--- src/rtl/fix_pkg.sv ---
`default_nettype none
// +----------------------------------------------------------------------------+
// | Module      : fix_pkg                                                      |
// | Description : Shared types and byte/tag constants for the FIX tokenizer.   |
// | Revision    : 1.0 - initial release                                        |
// +----------------------------------------------------------------------------+
package fix_pkg;

    typedef enum logic [1:0] {
        S_TAG   = 2'd0,
        S_VALUE = 2'd1,
        S_SKIP  = 2'd2
    } tok_state_e;

    localparam logic [7:0] SOH      = 8'h01;
    localparam logic [7:0] ASCII_EQ = 8'h3D;
    localparam logic [7:0] ASCII_0  = 8'h30;
    localparam logic [7:0] ASCII_9  = 8'h39;

    localparam int unsigned TAG_BEGIN_STRING = 8;
    localparam int unsigned TAG_CHECKSUM     = 10;

endpackage
`default_nettype wire

--- src/rtl/fix_dec_accum.sv ---
`default_nettype none
// +----------------------------------------------------------------------------+
// | Module      : fix_dec_accum                                                |
// | Description : ASCII-decimal accumulator with digit count and full flag.    |
// | Revision    : 1.0 - initial release                                        |
// +----------------------------------------------------------------------------+
module fix_dec_accum #(
    parameter int unsigned DATA_WIDTH = 32,
    parameter int unsigned MAX_DIGITS = 9,
    parameter int unsigned NDIG_W     = $clog2(MAX_DIGITS + 1)
) (
    input  logic                  clk,
    input  logic                  rst,
    input  logic                  i_clr,
    input  logic                  i_en,
    input  logic [7:0]            i_char,
    output logic [DATA_WIDTH-1:0] o_value,
    output logic [NDIG_W-1:0]     o_ndig,
    output logic                  o_full
);
    import fix_pkg::*;

    logic [DATA_WIDTH-1:0] r_acc;
    logic [NDIG_W-1:0]     r_ndig;
    logic [DATA_WIDTH+3:0] w_next;

    // Widened product, then truncated back to the tag width.
    assign w_next = ({4'b0, r_acc} * (DATA_WIDTH+4)'(10))
                  + (DATA_WIDTH+4)'(i_char - ASCII_0);

    always_ff @(posedge clk or posedge rst) begin
        if (rst) begin
            r_acc  <= '0;
            r_ndig <= '0;
        end else if (i_clr) begin
            r_acc  <= '0;
            r_ndig <= '0;
        end else if (i_en) begin
            r_acc  <= w_next[DATA_WIDTH-1:0];
            r_ndig <= r_ndig + NDIG_W'(1);
        end
    end

    assign o_value = r_acc;
    assign o_ndig  = r_ndig;
    assign o_full  = (r_ndig == NDIG_W'(MAX_DIGITS));

endmodule
`default_nettype wire

--- src/rtl/fix_tag_tokenizer.sv ---
`default_nettype none
// +----------------------------------------------------------------------------+
// | Module      : fix_tag_tokenizer                                            |
// | Description : Parses FIX tag=value fields, writes tags to the CAM and      |
// |               frames messages; forwards value bytes on a side stream.      |
// | Revision    : 1.0 - initial release                                        |
// +----------------------------------------------------------------------------+
module fix_tag_tokenizer #(
    parameter int unsigned DATA_WIDTH = 32,
    parameter int unsigned MAX_DIGITS = 9,
    parameter logic [7:0]  SOH        = 8'h01
) (
    input  logic                  clk,
    input  logic                  rst,
    input  logic [7:0]            byte_i,
    input  logic                  byte_valid_i,
    output logic                  byte_ready_o,
    input  logic                  cam_full_i,
    output logic                  wr_cs_o,
    output logic                  wr_en_o,
    output logic [DATA_WIDTH-1:0] data_o,
    output logic                  start_message_o,
    output logic                  end_message_o,
    output logic [7:0]            value_byte_o,
    output logic                  value_valid_o,
    output logic                  value_last_o,
    output logic                  err_o,
    output logic [7:0]            field_cnt_o
);
    import fix_pkg::*;

    localparam int unsigned NDIG_W = $clog2(MAX_DIGITS + 1);

    tok_state_e            r_state;
    logic                  r_in_msg;
    logic                  r_is_cksum;
    logic                  r_have_val;
    logic [7:0]            r_last_val;
    logic                  r_wr;
    logic [DATA_WIDTH-1:0] r_data;
    logic                  r_start;
    logic                  r_end;
    logic                  r_err;
    logic [7:0]            r_vbyte;
    logic                  r_vvalid;
    logic                  r_vlast;
    logic [7:0]            r_field_cnt;

    logic [DATA_WIDTH-1:0] w_acc_val;
    logic [NDIG_W-1:0]     w_ndig;
    logic                  w_acc_full;
    logic                  w_accept;
    logic                  w_tag;
    logic                  w_is_digit;
    logic                  w_eq_ok;
    logic                  w_is_begin;
    logic                  w_digit_en;
    logic                  w_acc_clr;
    logic                  w_write;
    logic                  w_err;

    assign byte_ready_o = ~cam_full_i;
    assign w_accept     = byte_valid_i & ~cam_full_i;
    assign w_tag        = w_accept && (r_state == S_TAG);
    assign w_is_digit   = (byte_i >= ASCII_0) && (byte_i <= ASCII_9);
    assign w_eq_ok      = (byte_i == ASCII_EQ) && (w_ndig != '0);
    assign w_is_begin   = (w_acc_val == DATA_WIDTH'(TAG_BEGIN_STRING));
    assign w_digit_en   = w_tag && w_is_digit && !w_acc_full;
    assign w_acc_clr    = w_tag && !w_digit_en;
    // Outside a message only BeginString may open a field; anything else in S_TAG that is neither a digit nor a write is an error.
    assign w_write      = w_tag && w_eq_ok && (r_in_msg || w_is_begin);
    assign w_err        = w_tag && !w_digit_en && !w_write;

    fix_dec_accum #(
        .DATA_WIDTH (DATA_WIDTH),
        .MAX_DIGITS (MAX_DIGITS),
        .NDIG_W     (NDIG_W)
    ) u_accum (
        .clk     (clk),
        .rst     (rst),
        .i_clr   (w_acc_clr),
        .i_en    (w_digit_en),
        .i_char  (byte_i),
        .o_value (w_acc_val),
        .o_ndig  (w_ndig),
        .o_full  (w_acc_full)
    );

    always_ff @(posedge clk or posedge rst) begin
        if (rst) begin
            r_state     <= S_TAG;
            r_in_msg    <= 1'b0;
            r_is_cksum  <= 1'b0;
            r_have_val  <= 1'b0;
            r_last_val  <= '0;
            r_wr        <= 1'b0;
            r_data      <= '0;
            r_start     <= 1'b0;
            r_end       <= 1'b0;
            r_err       <= 1'b0;
            r_vbyte     <= '0;
            r_vvalid    <= 1'b0;
            r_vlast     <= 1'b0;
            r_field_cnt <= '0;
        end else begin
            r_wr     <= w_write;
            r_data   <= w_write ? w_acc_val : '0;
            r_start  <= w_write && w_is_begin;
            // A BeginString inside an open message restarts it and is flagged.
            r_err    <= w_err || (w_write && w_is_begin && r_in_msg);
            r_end    <= 1'b0;
            r_vvalid <= 1'b0;
            r_vlast  <= 1'b0;
            if (w_err) begin
                r_in_msg   <= 1'b0;
                r_is_cksum <= 1'b0;
                r_have_val <= 1'b0;
                r_state    <= S_SKIP;
            end else if (w_write) begin
                r_state <= S_VALUE;
                if (w_is_begin) begin
                    r_in_msg    <= 1'b1;
                    r_is_cksum  <= 1'b0;
                    r_field_cnt <= '0;
                end else if (w_acc_val == DATA_WIDTH'(TAG_CHECKSUM)) begin
                    r_is_cksum <= 1'b1;
                end
            end else if (w_accept) begin
                case (r_state)
                    S_VALUE: begin
                        if (byte_i != SOH) begin
                            r_vvalid   <= r_have_val;
                            if (r_have_val)
                                r_vbyte <= r_last_val;
                            r_last_val <= byte_i;
                            r_have_val <= 1'b1;
                        end else begin
                            r_vvalid   <= 1'b1;
                            r_vlast    <= 1'b1;
                            r_vbyte    <= r_have_val ? r_last_val : SOH;
                            r_have_val <= 1'b0;
                            r_state    <= S_TAG;
                            if (r_field_cnt != 8'hFF)
                                r_field_cnt <= r_field_cnt + 8'd1;
                            if (r_is_cksum) begin
                                r_end      <= 1'b1;
                                r_in_msg   <= 1'b0;
                                r_is_cksum <= 1'b0;
                            end
                        end
                    end
                    S_SKIP: begin
                        if (byte_i == SOH)
                            r_state <= S_TAG;
                    end
                    default: ;
                endcase
            end
        end
    end

    assign wr_cs_o         = r_wr;
    assign wr_en_o         = r_wr;
    assign data_o          = r_data;
    assign start_message_o = r_start;
    assign end_message_o   = r_end;
    assign err_o           = r_err;
    assign value_byte_o    = r_vbyte;
    assign value_valid_o   = r_vvalid;
    assign value_last_o    = r_vlast;
    assign field_cnt_o     = r_field_cnt;

endmodule
`default_nettype wire
--- config.mk ---
export PLATFORM = sky130hd
export DESIGN_NAME = fix_tag_tokenizer
export DESIGN_NICKNAME = d
export VERILOG_FILES = /design/src/rtl/fix_pkg.sv /design/src/rtl/fix_dec_accum.sv /design/src/rtl/fix_tag_tokenizer.sv
export SDC_FILE = /design/constraint.sdc
export NUM_CORES = 1
export LEC_CHECK = 0
export ABC_AREA = 1
export BUFFER_PORTS_ARGS = -buffer_cell sky130_fd_sc_hd__buf_4
export CAP_MARGIN = 20
export CORE_MARGIN = 2
export CORE_UTILIZATION = 61
export CTS_CLUSTER_SIZE = 10
export DETAILED_ROUTE_END_ITERATION = 12
export PLACE_DENSITY = 0.84
export SKIP_CTS_REPAIR_TIMING = 1
export SYNTH_ARGS = -nofsm -noshare
export SYNTH_HDL_FRONTEND = slang
export SYNTH_SLANG_ARGS = --single-unit
export TNS_END_PERCENT = 1
--- constraint.sdc ---
create_clock -name clk -period 5.1 [get_ports clk]
set_clock_uncertainty 0.1 [all_clocks]
set_input_delay 1.275 -clock clk [delete_from_list [all_inputs] [get_ports clk]]
set_output_delay 1.275 -clock clk [all_outputs]
set_load 0.02 [all_outputs]
### Yosys cells after proc, flatten, opt, wreduce, memory -nomap -nowiden

Index checks and enable logic that the tools add are counted.

* add/subtract/negate cells: 4
* multiply operators: 1
* magnitude comparators: 2
* equality and inequality tests: 18
* mux-type cells: 55
* bitwise operators: 4
* reduce and logical (&&, ||, !) cells: 35

Operators by type and width (number)
* two-way mux 32 bit: 3
* two-way mux 8 bit: 9
* == test 32 x 4 -> 1 bit (second input constant): 2
* two-way mux 1 bit: 35
* adder 32 bit: 1
* multiplier 32 x 3 -> 31 bit (second input constant): 1
* AND reduction 5 bit: 3
* nonzero test 2 bit: 6
* logical AND 1 bit: 11
* two-way mux 2 bit: 5
* nonzero test 3 bit: 3
* subtractor 8 x 6 -> 9 bit (second input constant): 1
* adder 8 x 1 -> 8 bit (second input constant): 1
* == test 8 x 1 -> 1 bit (second input constant): 1
* == test 8 x 6 -> 1 bit (second input constant): 1
* >= comparator 8 x 6 -> 1 bit (second input constant): 1
* less-or-equal comparator 8 x 6 -> 1 bit (second input constant): 1
* two-way mux 4 bit: 2
* != test 4 bit (second input constant): 2
* != test 8 x 1 -> 1 bit (second input constant): 1
* != test 8 bit (second input constant): 1
* AND reduction 4 bit: 2
* nonzero test 4 bit: 2
* != test 2 bit (second input constant): 3
* other kinds (16): 21

* register bits: 103
* input port bits: 12
* output and inout port bits: 56

### Depth between registers and ports, before layout

Gate-level depths: netlist of run 1.

* word-level depth: 10
* gate-level depth with buffers: 24
* mapped depth without buffers: 24

### Hierarchy

Synthesis of run 1 repeated with hierarchy kept, for this count alone.

* cell total of the unflattened synthesis: 1200
* area total of the unflattened synthesis: 8557.0 µm²

By module, submodules not included
* fix_dec_accum: instances 1, cells each 830, area each 5365.1 µm²
* fix_tag_tokenizer: instances 1, cells each 370, area each 3191.8 µm²

### Worst setup path before layout of run 1

OpenSTA, ideal clock, no wires.

* path kind: reg2reg
* start point: register u_accum.r_acc[1] (netlist: u_accum.o_value[1])
* end point: register u_accum.r_acc[23] (netlist: u_accum.o_value[23])
* library setup time: 0.126 ns
* data arrival time: 3.388 ns
* path slack: 1.486 ns
* cell stages (with the launch flop): 24
* path buffers: 0
* path through: dfrtp_1 > ha_1 > ha_1 > fa_1 > nand3_1 > nand2_1 > nand2_1 > nand2_1 > a21o_1 > nand2_1 > nand2_1 > xor2_1 > ha_1 > nand2_1 > inv_1 > nand2_1 > nand2_1 > nand2_1 > nand3_1 > inv_1 > nand3_1 > or2_2 > nand3_1 > o21ai_0

* cells in the longest elaborated chain, start to end: 4

Ends and longest elaborated chain
* start, declared: RTL line fix_dec_accum.sv:23 `logic [DATA_WIDTH-1:0] r_acc;`
* start signal, assigned: RTL line fix_dec_accum.sv:39 `r_acc <= w_next[DATA_WIDTH-1:0];`
* multiplier 32 x 3 -> 31 bit: RTL line fix_dec_accum.sv:28 `assign w_next = ({4'b0, r_acc} * (DATA_WIDTH+4)'(10))`
* adder 32 bit: RTL line fix_dec_accum.sv:29 `+ (DATA_WIDTH+4)'(i_char - ASCII_0);`
* two-way mux 32 bit: RTL line fix_dec_accum.sv:38 `end else if (i_en) begin`
* two-way mux 32 bit: RTL line fix_dec_accum.sv:35 `end else if (i_clr) begin`

Every way passes these cells. The select of a mux whose other input is x is not followed.
A chain may end at the register's enable or synchronous reset.

### Worst setup path after layout of run 1

* start point: register u_accum.r_acc[5] (netlist: u_accum.o_value[5])
* end point: register u_accum.r_acc[30] (netlist: u_accum.o_value[30])

The elaborated chain is that of the path after synthesis.

==> results.toml, run 1 <==
[detailed_routing]
wl_per_cell_um = 16.1
drt_first_iter_violations = 781
drc = 0
drt-total-wl_mm = 22.7
vias_per_cell = 5.69
first_pass_iters = 7
vias = 8036
ant_nets = 0

[synth]
synth_top_flop_cell = "dfrtp_1"
synth_edf_count = 0
syn_inst = 1162
yosysTopAreaCell = "dfrtp_1"
synth-seq-cells = 103
ys.warnings.count = 0
synth_nets = 1270
netlist_area_um2 = 8200
syn_avg_cell_area_um2 = 7.05
synth_top_area_share_pct = 31.4
yosys-top-cells-area = "dfrtp_1 (31%), ha_1 (14%), nand2_1 (14%)"
async_reset_ff_share_pct = 100
synthDistinctLibCells = 41
seq_area_frac_synth_pct = 31.4

[power]
p_leak_nw = 5.13
powerDensity_nw_per_um2 = 217
ir_worst_vdd_v = 0.000165
power_mw = 2.00

[placement]
gp_congestion = 0.995
port_buffers = 67
dpl-instance-area_um2 = 8890
dp_cells = 1396
dp_hpwl_mm = 17.9

[cts]
cts_buffers = 9
clk_latency_ns = 0.36
cts_tree = "yes"
cts-htree-levels = 3
cts.clk_slew.worst_paths_ns = 0.07
cts_buffer_depth = 2
cts_root_buffer = "clkbuf_16"
clock_sinks = 103

[run_status]
status = "completed"

[worst_setup_path]
path_class = "reg2reg"
start_kind = "flip-flop"
arrival_ns = 4.28
rr_worst_depth = 18
r2r_start = "u_accum.o_value[5]$_DFFE_PP0P_"
end_kind = "flip-flop"
critPathCapture = "u_accum.o_value[30]$_DFFE_PP0P_"
r2r_end = "u_accum.o_value[30]$_DFFE_PP0P_"
cp-startpoint = "u_accum.o_value[5]$_DFFE_PP0P_"
r2r_slack_ns = 0.95
cp.required_ns = 5.23
cp_max_fo = 8

[floorplanning]
floorplan.initialDensity_pct = 62.2
rows = 42
boundaryPins = 68
die_h_um = 120
core_area_um2 = 13200
dieArea_um2 = 14400
die_w_um = 120

[timing]
finalCritPeriodShare_pct = 81.3
slew_headroom_pct = 56.4
fin_tns_setup_ns = 0
tightest_slew_ns = 0.652
rsz0062_at_grt = "no"
setup_viol = 0
fmax_ghz = 0.241
final_max_slew_viol_count = 0
hold_viol = 0
layout_min_cycle_time_ns = 4.15

[finish]
stdcell_count = 1413
insertedDiodeCount = 0
drive_gt1_share_pct = 9.22
area_growth_pct = 12.1
final_cell_area_um2 = 9190
final_net_count = 1340
final_util_pct = 69.7

[grt]
global_route.overflow_total = 0
grt_antenna_before_repair = 0
first_global_vias = 7688
track_usage_pct = 32.4
grt_pass1_wl_mm = 36.9
grt_start_max_net_pins = 82

[run]
drv_cap = 0

[worst_hold_path]
whs_path_depth = 2
hold_path.class = "reg2reg"
-- worst min path at each step --
| stage | start | endpoint | slack [ns] |
|---|---|---|---|
| after global placement | r_in_msg$_DFFE_PP0P_ | r_in_msg$_DFFE_PP0P_ | 0.36 |
| final | r_last_val[4]$_DFFE_PP0P_ | r_last_val[4]$_DFFE_PP0P_ | 0.39 |
| after CTS | r_last_val[0]$_DFFE_PP0P_ | r_last_val[0]$_DFFE_PP0P_ | 0.39 |
| after floorplan | r_in_msg$_DFFE_PP0P_ | r_in_msg$_DFFE_PP0P_ | 0.34 |
| after detailed placement | r_last_val[0]$_DFFE_PP0P_ | r_last_val[0]$_DFFE_PP0P_ | 0.38 |
| after global routing | r_last_val[0]$_DFFE_PP0P_ | r_last_val[0]$_DFFE_PP0P_ | 0.42 |
-- report_power, final --
group,internal [mW],total [mW],switching (mW)
Combinational,0.154,0.456,0.302
Sequential,0.845,0.880,0.0359
Clock,0.347,0.663,0.315
Total,1.35,2.00,0.654
-- critical path, stage by stage (launching register included) --
cell,delay (ns)
dfrtp_1,0.44
ha_1,0.30
ha_1,0.36
nand3_1,0.11
nand3_1,0.25
a21oi_1,0.41
o21ai_1,0.19
nand2_1,0.11
nand2_1,0.06
xor2_1,0.22
ha_1,0.33
nand2_1,0.25
o21ai_0,0.19
a21oi_1,0.27
nor2_1,0.10
nor2_1,0.13
nand3b_1,0.09
nand3_1,0.08
nand2_1,0.05
-- cells in the mapped netlist (3+ instances only) --
cell and number:
nand3_1 72, dfrtp_1 103, nand2_1 304, inv_2 14, inv_1 135, o21bai_1 5
o21ai_1 15, nor3_1 18, a21oi_1 59, clkbuf_1 5, xnor2_1 14, a31oi_1 4
o21ai_0 52, ha_1 94, nor4_1 5, xor2_1 25, buf_2 5, nand3b_1 11
a21o_1 9, and2_1 3, nor2_1 158, nand4_1 16, o22ai_1 10
-- final cells by class --
| type | instances | area, µm² |
|---|---|---|
| inverters | 149 | 562 |
| well taps | 176 | 220 |
| repair buffers | 70 | 546 |
| clock inverters | 4 | 30.0 |
| multi-input cells | 899 | 5010 |
| fillers | 1150 | 4000 |
| flip-flops and latches | 103 | 2580 |
| clock buffers | 12 | 246 |
-- cells in the final DEF (no fill, tap or decap), drive strengths merged, types with 9 or more instances in the layout --
cell / instances
a21oi: 61
nor2: 161
nand4: 17
o21ai: 67
nand3b: 11
ha: 94
o22ai: 10
nor3: 19
inv: 150
dfrtp: 103
xor2: 25
clkbuf: 12
xnor2: 14
a21o: 9
nand3: 72
buf: 70
nand2: 308
-- metal layers --
layer,global-route usage [%],up-vias,part of all wire (%)
li1,-,3938,-
met1,41.1,3767,42
met2,56.9,274,50
met3,3.80,57,5.5
met4,11.8,0,2.8
met5,0,-,0
-- registers in the layout (all words and copies together), names as in the netlist, 2 cells and up --
| signal | count |
|---|---|
| u_accum.o_value | 32 |
| value_byte_o | 8 |
| field_cnt_o | 8 |
| data_o | 32 |
| r_state | 2 |
| r_last_val | 8 |
| u_accum.o_ndig | 4 |
-- through the flow --
stage / setup slack (ns) / hold WS (ns)
global placement: 1.10 / 0.358
detailed placement: 0.997 / 0.378
finish: 0.952 / 0.393
floorplan: 1.02 / 0.342
global route: 0.617 / 0.416
CTS: 0.982 / 0.394
-- kinds of logic (layout without fill, tap and decap cells) --
family,after synthesis,count (layout),share of synthesized area [%]
DFF,103,103,31.4
adders and majority gates,96,96,14.8
and+or+nand+nor,600,600,30.9
AOI/OAI and AO/OA,164,164,11.2
xor gates and xnor gates,39,39,4.17
buffers and inverters,160,235,7.45
Power figures use the tool's default switching activity.
==> run 2: changes to the inputs <==
--- a/config.mk
+++ b/config.mk
@@ -5,14 +5,14 @@
 export SDC_FILE = /design/constraint.sdc
 export NUM_CORES = 1
 export LEC_CHECK = 0
-export ABC_AREA = 1
+export ABC_AREA = 0
 export BUFFER_PORTS_ARGS = -buffer_cell sky130_fd_sc_hd__buf_4
 export CAP_MARGIN = 20
 export CORE_MARGIN = 2
 export CORE_UTILIZATION = 61
 export CTS_CLUSTER_SIZE = 10
 export DETAILED_ROUTE_END_ITERATION = 12
-export PLACE_DENSITY = 0.84
+export PLACE_DENSITY = 0.85
 export SKIP_CTS_REPAIR_TIMING = 1
 export SYNTH_ARGS = -nofsm -noshare
 export SYNTH_HDL_FRONTEND = slang
==> constraint.sdc (replaced) <==
create_clock -name clk -period 4.26 [get_ports clk]
set_clock_uncertainty 0.1 [all_clocks]
set_input_delay 1.065 -clock clk [delete_from_list [all_inputs] [get_ports clk]]
set_output_delay 1.065 -clock clk [all_outputs]
set_load 0.02 [all_outputs]
==> run 2 against run 1 <==
Net effect:
- via count shrank 13%
- clock power grew 42%
- count of clock-buffer cells in the layout shrank 3
- setup slack lost 1.5 ns
- synthesized cell count shrank 35%
- critical path depth grew 4
- sequential share of layout area shrank 0.32 points
- the flow now finishes with violations (setup timing)
- fmax shrank 13%
- routed wire length shrank 3.5%
==> results.toml, run 2 <==
[cts]
cts_root_buffer = "clkbuf_16"
cts.clk_slew.worst_paths_ns = 0.07
cts_buffers = 9
cts_buffer_depth = 2
cts_tree = "yes"
cts-htree-levels = 3
clk_latency_ns = 0.35
clock_sinks = 103

[power]
p_sw_uw = 909
comb_power_share_pct = 29.2
power_mw = 2.81
power_frac_clock_pct = 33.5
powerDensity_nw_per_um2 = 302
seqPwrFrac_pct = 37.3
ir_worst_vdd_v = 0.000338
p_leak_nw = 5.04
intPower_mw = 1.90
p_sw_share_pct = 32.3

[worst_setup_path]
cp-startpoint = "u_accum.o_value[3]$_DFFE_PP0P_"
arrival_ns = 4.90
path_class = "reg2reg"
cp.required_ns = 4.39
cp_max_fo = 4
end_kind = "flip-flop"
r2r_start = "u_accum.o_value[3]$_DFFE_PP0P_"
start_kind = "flip-flop"

[synth]
synth_top_area_share_pct = 36.0
synth_edf_count = 0
synthDistinctLibCells = 64
netlist_area_um2 = 7160
yosysTopAreaCell = "dfrtp_1"
synth_commonest_cells = "dfrtp_1 (103), ha_1 (94), nand2_1 (76), o21ai_0 (60), a21oi_1 (56)"
yosysMostFrequentCell = "dfrtp_1"
synth_nets = 866
seq_area_frac_synth_pct = 36.0
async_reset_ff_share_pct = 100
syn_avg_cell_area_um2 = 9.45
ys.warnings.count = 0
syn_inst = 758
synth_top_flop_cell = "dfrtp_1"
synth-seq-cells = 103
yosys-top-cells-area = "dfrtp_1 (36%), ha_1 (16%), o21ai_0 (4.2%)"

[finish]
final_util_pct = 81.5
insertedDiodeCount = 0
final_common_cell = "buf_4"
area_growth_pct = 29.9
final-seq-area_um2 = 2580
multi_input_area_um2 = 4630
layout_common_cells = "buf_4 (194), dfrtp_1 (101), ha_1 (85)"
fillers = 658
drive_gt1_share_pct = 27.6
final_cell_area_um2 = 9310
final_net_count = 1053
stdcell_count = 1093

[floorplanning]
dieArea_um2 = 12600
core_area_um2 = 11400
floorplan.initialDensity_pct = 62.7
boundaryPins = 68
die_h_um = 112
die_w_um = 112
rows = 39

[run]
drv_cap = 0

[timing]
fmax_ghz = 0.210
tightest_slew_ns = 0.974
setup_viol = 16
slew_headroom_pct = 35.1
hold_viol = 0
fin_tns_setup_ns = -4.84
finalCritPeriodShare_pct = 112
final_max_slew_viol_count = 0
hold_slack_ns = 0.396
rsz0062_at_grt = "yes"
layout_min_cycle_time_ns = 4.77
setup_ws_ns = -0.509

[detailed_routing]
drt_first_iter_violations = 726
vias = 7008
ant_nets = 0
vias_per_cell = 6.41
drc = 0
first_pass_iters = 5
wl_per_cell_um = 20.0
drt-total-wl_mm = 21.9

[placement]
gp_congestion = 0.972
dpl-instance-area_um2 = 8790
dp_cells = 1069
dp_hpwl_mm = 15.2
port_buffers = 67
place_worst_setup_slack_ns = -0.401

[grt]
grt.met2_usage_pct = 56.5
grt_antenna_before_repair = 0
grt_busiest_layer = "met2"
met1_usage_pct = 44.1
global_route.overflow_total = 0
track_usage_pct = 33.5
grt_pass1_wl_mm = 34.0
first_global_vias = 6830
grt_start_max_net_pins = 81
use_met3_pct = 4.54

[worst_hold_path]
holdCritStartpoint = "r_last_val[0]$_DFFE_PP0P_"
hold_path.class = "reg2reg"

[run_status]
violations = "setup timing"
status = "finished, violations left"
[run 2: changes by cell type after synthesis, sizes merged, moves of 11 or more]
cell    previous run  this run
clkbuf             5        16
a22o               0        15
a21o               9        25
inv              149        26
nand3             72        11
xnor2             14        31
nor3              19         5
nand2            308        76
nor2             161        33
and2               3        36
[run 2: kinds of logic after synthesis]
| family | share of synthesized area, % |
|---|---|
| buffers and inverters | 2.45 |
| flip-flops | 36.0 |
| AO/OA/AOI/OAI | 20.5 |
| AND/OR/NAND/NOR | 15.3 |
| adder cells (fa/ha/maj) | 17.0 |
| multiplexers | 1.08 |
| XOR/XNOR | 7.70 |
[run 2: cell type report]
cell class                 count  area share, %
tap                          143           1.92
timing repair buffer         195           15.9
inverter                      26           1.08
sequential                   103           27.7
clock buffer                   9           2.42
clock inverter                 7           1.22
multi-input combinational    610           49.8
[run 2: routing by layer]
layer / vias to the layer above / routed length (µm)
li1: 3125 / -
met1: 3378 / 8890
met2: 418 / 10400
met3: 87 / 1740
met4: 0 / 855
met5: - / 0
[run 2: path summary, 6_finish.rpt]
| path | to | slack (ns) | cells after the start |
|---|---|---|---|
| setup / recovery | u_accum.o_value[31]$_DFFE_PP0P_ | -0.51 | 22 |
| min in group asynchronous | u_accum.o_value[6]$_DFFE_PP0P_ | 0.83 | 2 |
| max in group asynchronous | u_accum.o_value[7]$_DFFE_PP0P_ | 2.47 | 3 |
| hold reg to reg | r_last_val[0]$_DFFE_PP0P_ | 0.40 | 1 |
| hold / removal | r_last_val[0]$_DFFE_PP0P_ | 0.40 | 1 |
| setup reg to reg | u_accum.o_value[31]$_DFFE_PP0P_ | -0.51 | 22 |
[run 2: power groups by stage]
stage          Clock (mW)  Combinational [mW]  Sequential, mW
3_3_place_gp            0               0.714            1.06
4_1_cts             0.942               0.763            1.05
5_1_grt             0.976               0.882            1.05
2_1_floorplan           0               0.450            1.06
3_5_place_dp            0               0.747            1.07
6_report            0.942               0.821            1.05
[run 2: critical path, cell delays in order, from the launching register on]
cell	delay (ns)
dfrtp_1	0.40
buf_4	0.16
ha_1	0.30
ha_2	0.20
a21o_1	0.19
a21oi_2	0.19
a21boi_2	0.09
a41o_1	0.24
a31o_2	0.23
a221o_1	0.32
a2111oi_2	0.29
a21oi_1	0.09
xor2_1	0.20
ha_2	0.32
a21o_1	0.17
a21oi_2	0.15
o21ai_1	0.08
nand4_1	0.13
o311ai_4	0.13
a221oi_2	0.29
xnor2_1	0.16
xnor2_1	0.14
o21ai_1	0.07
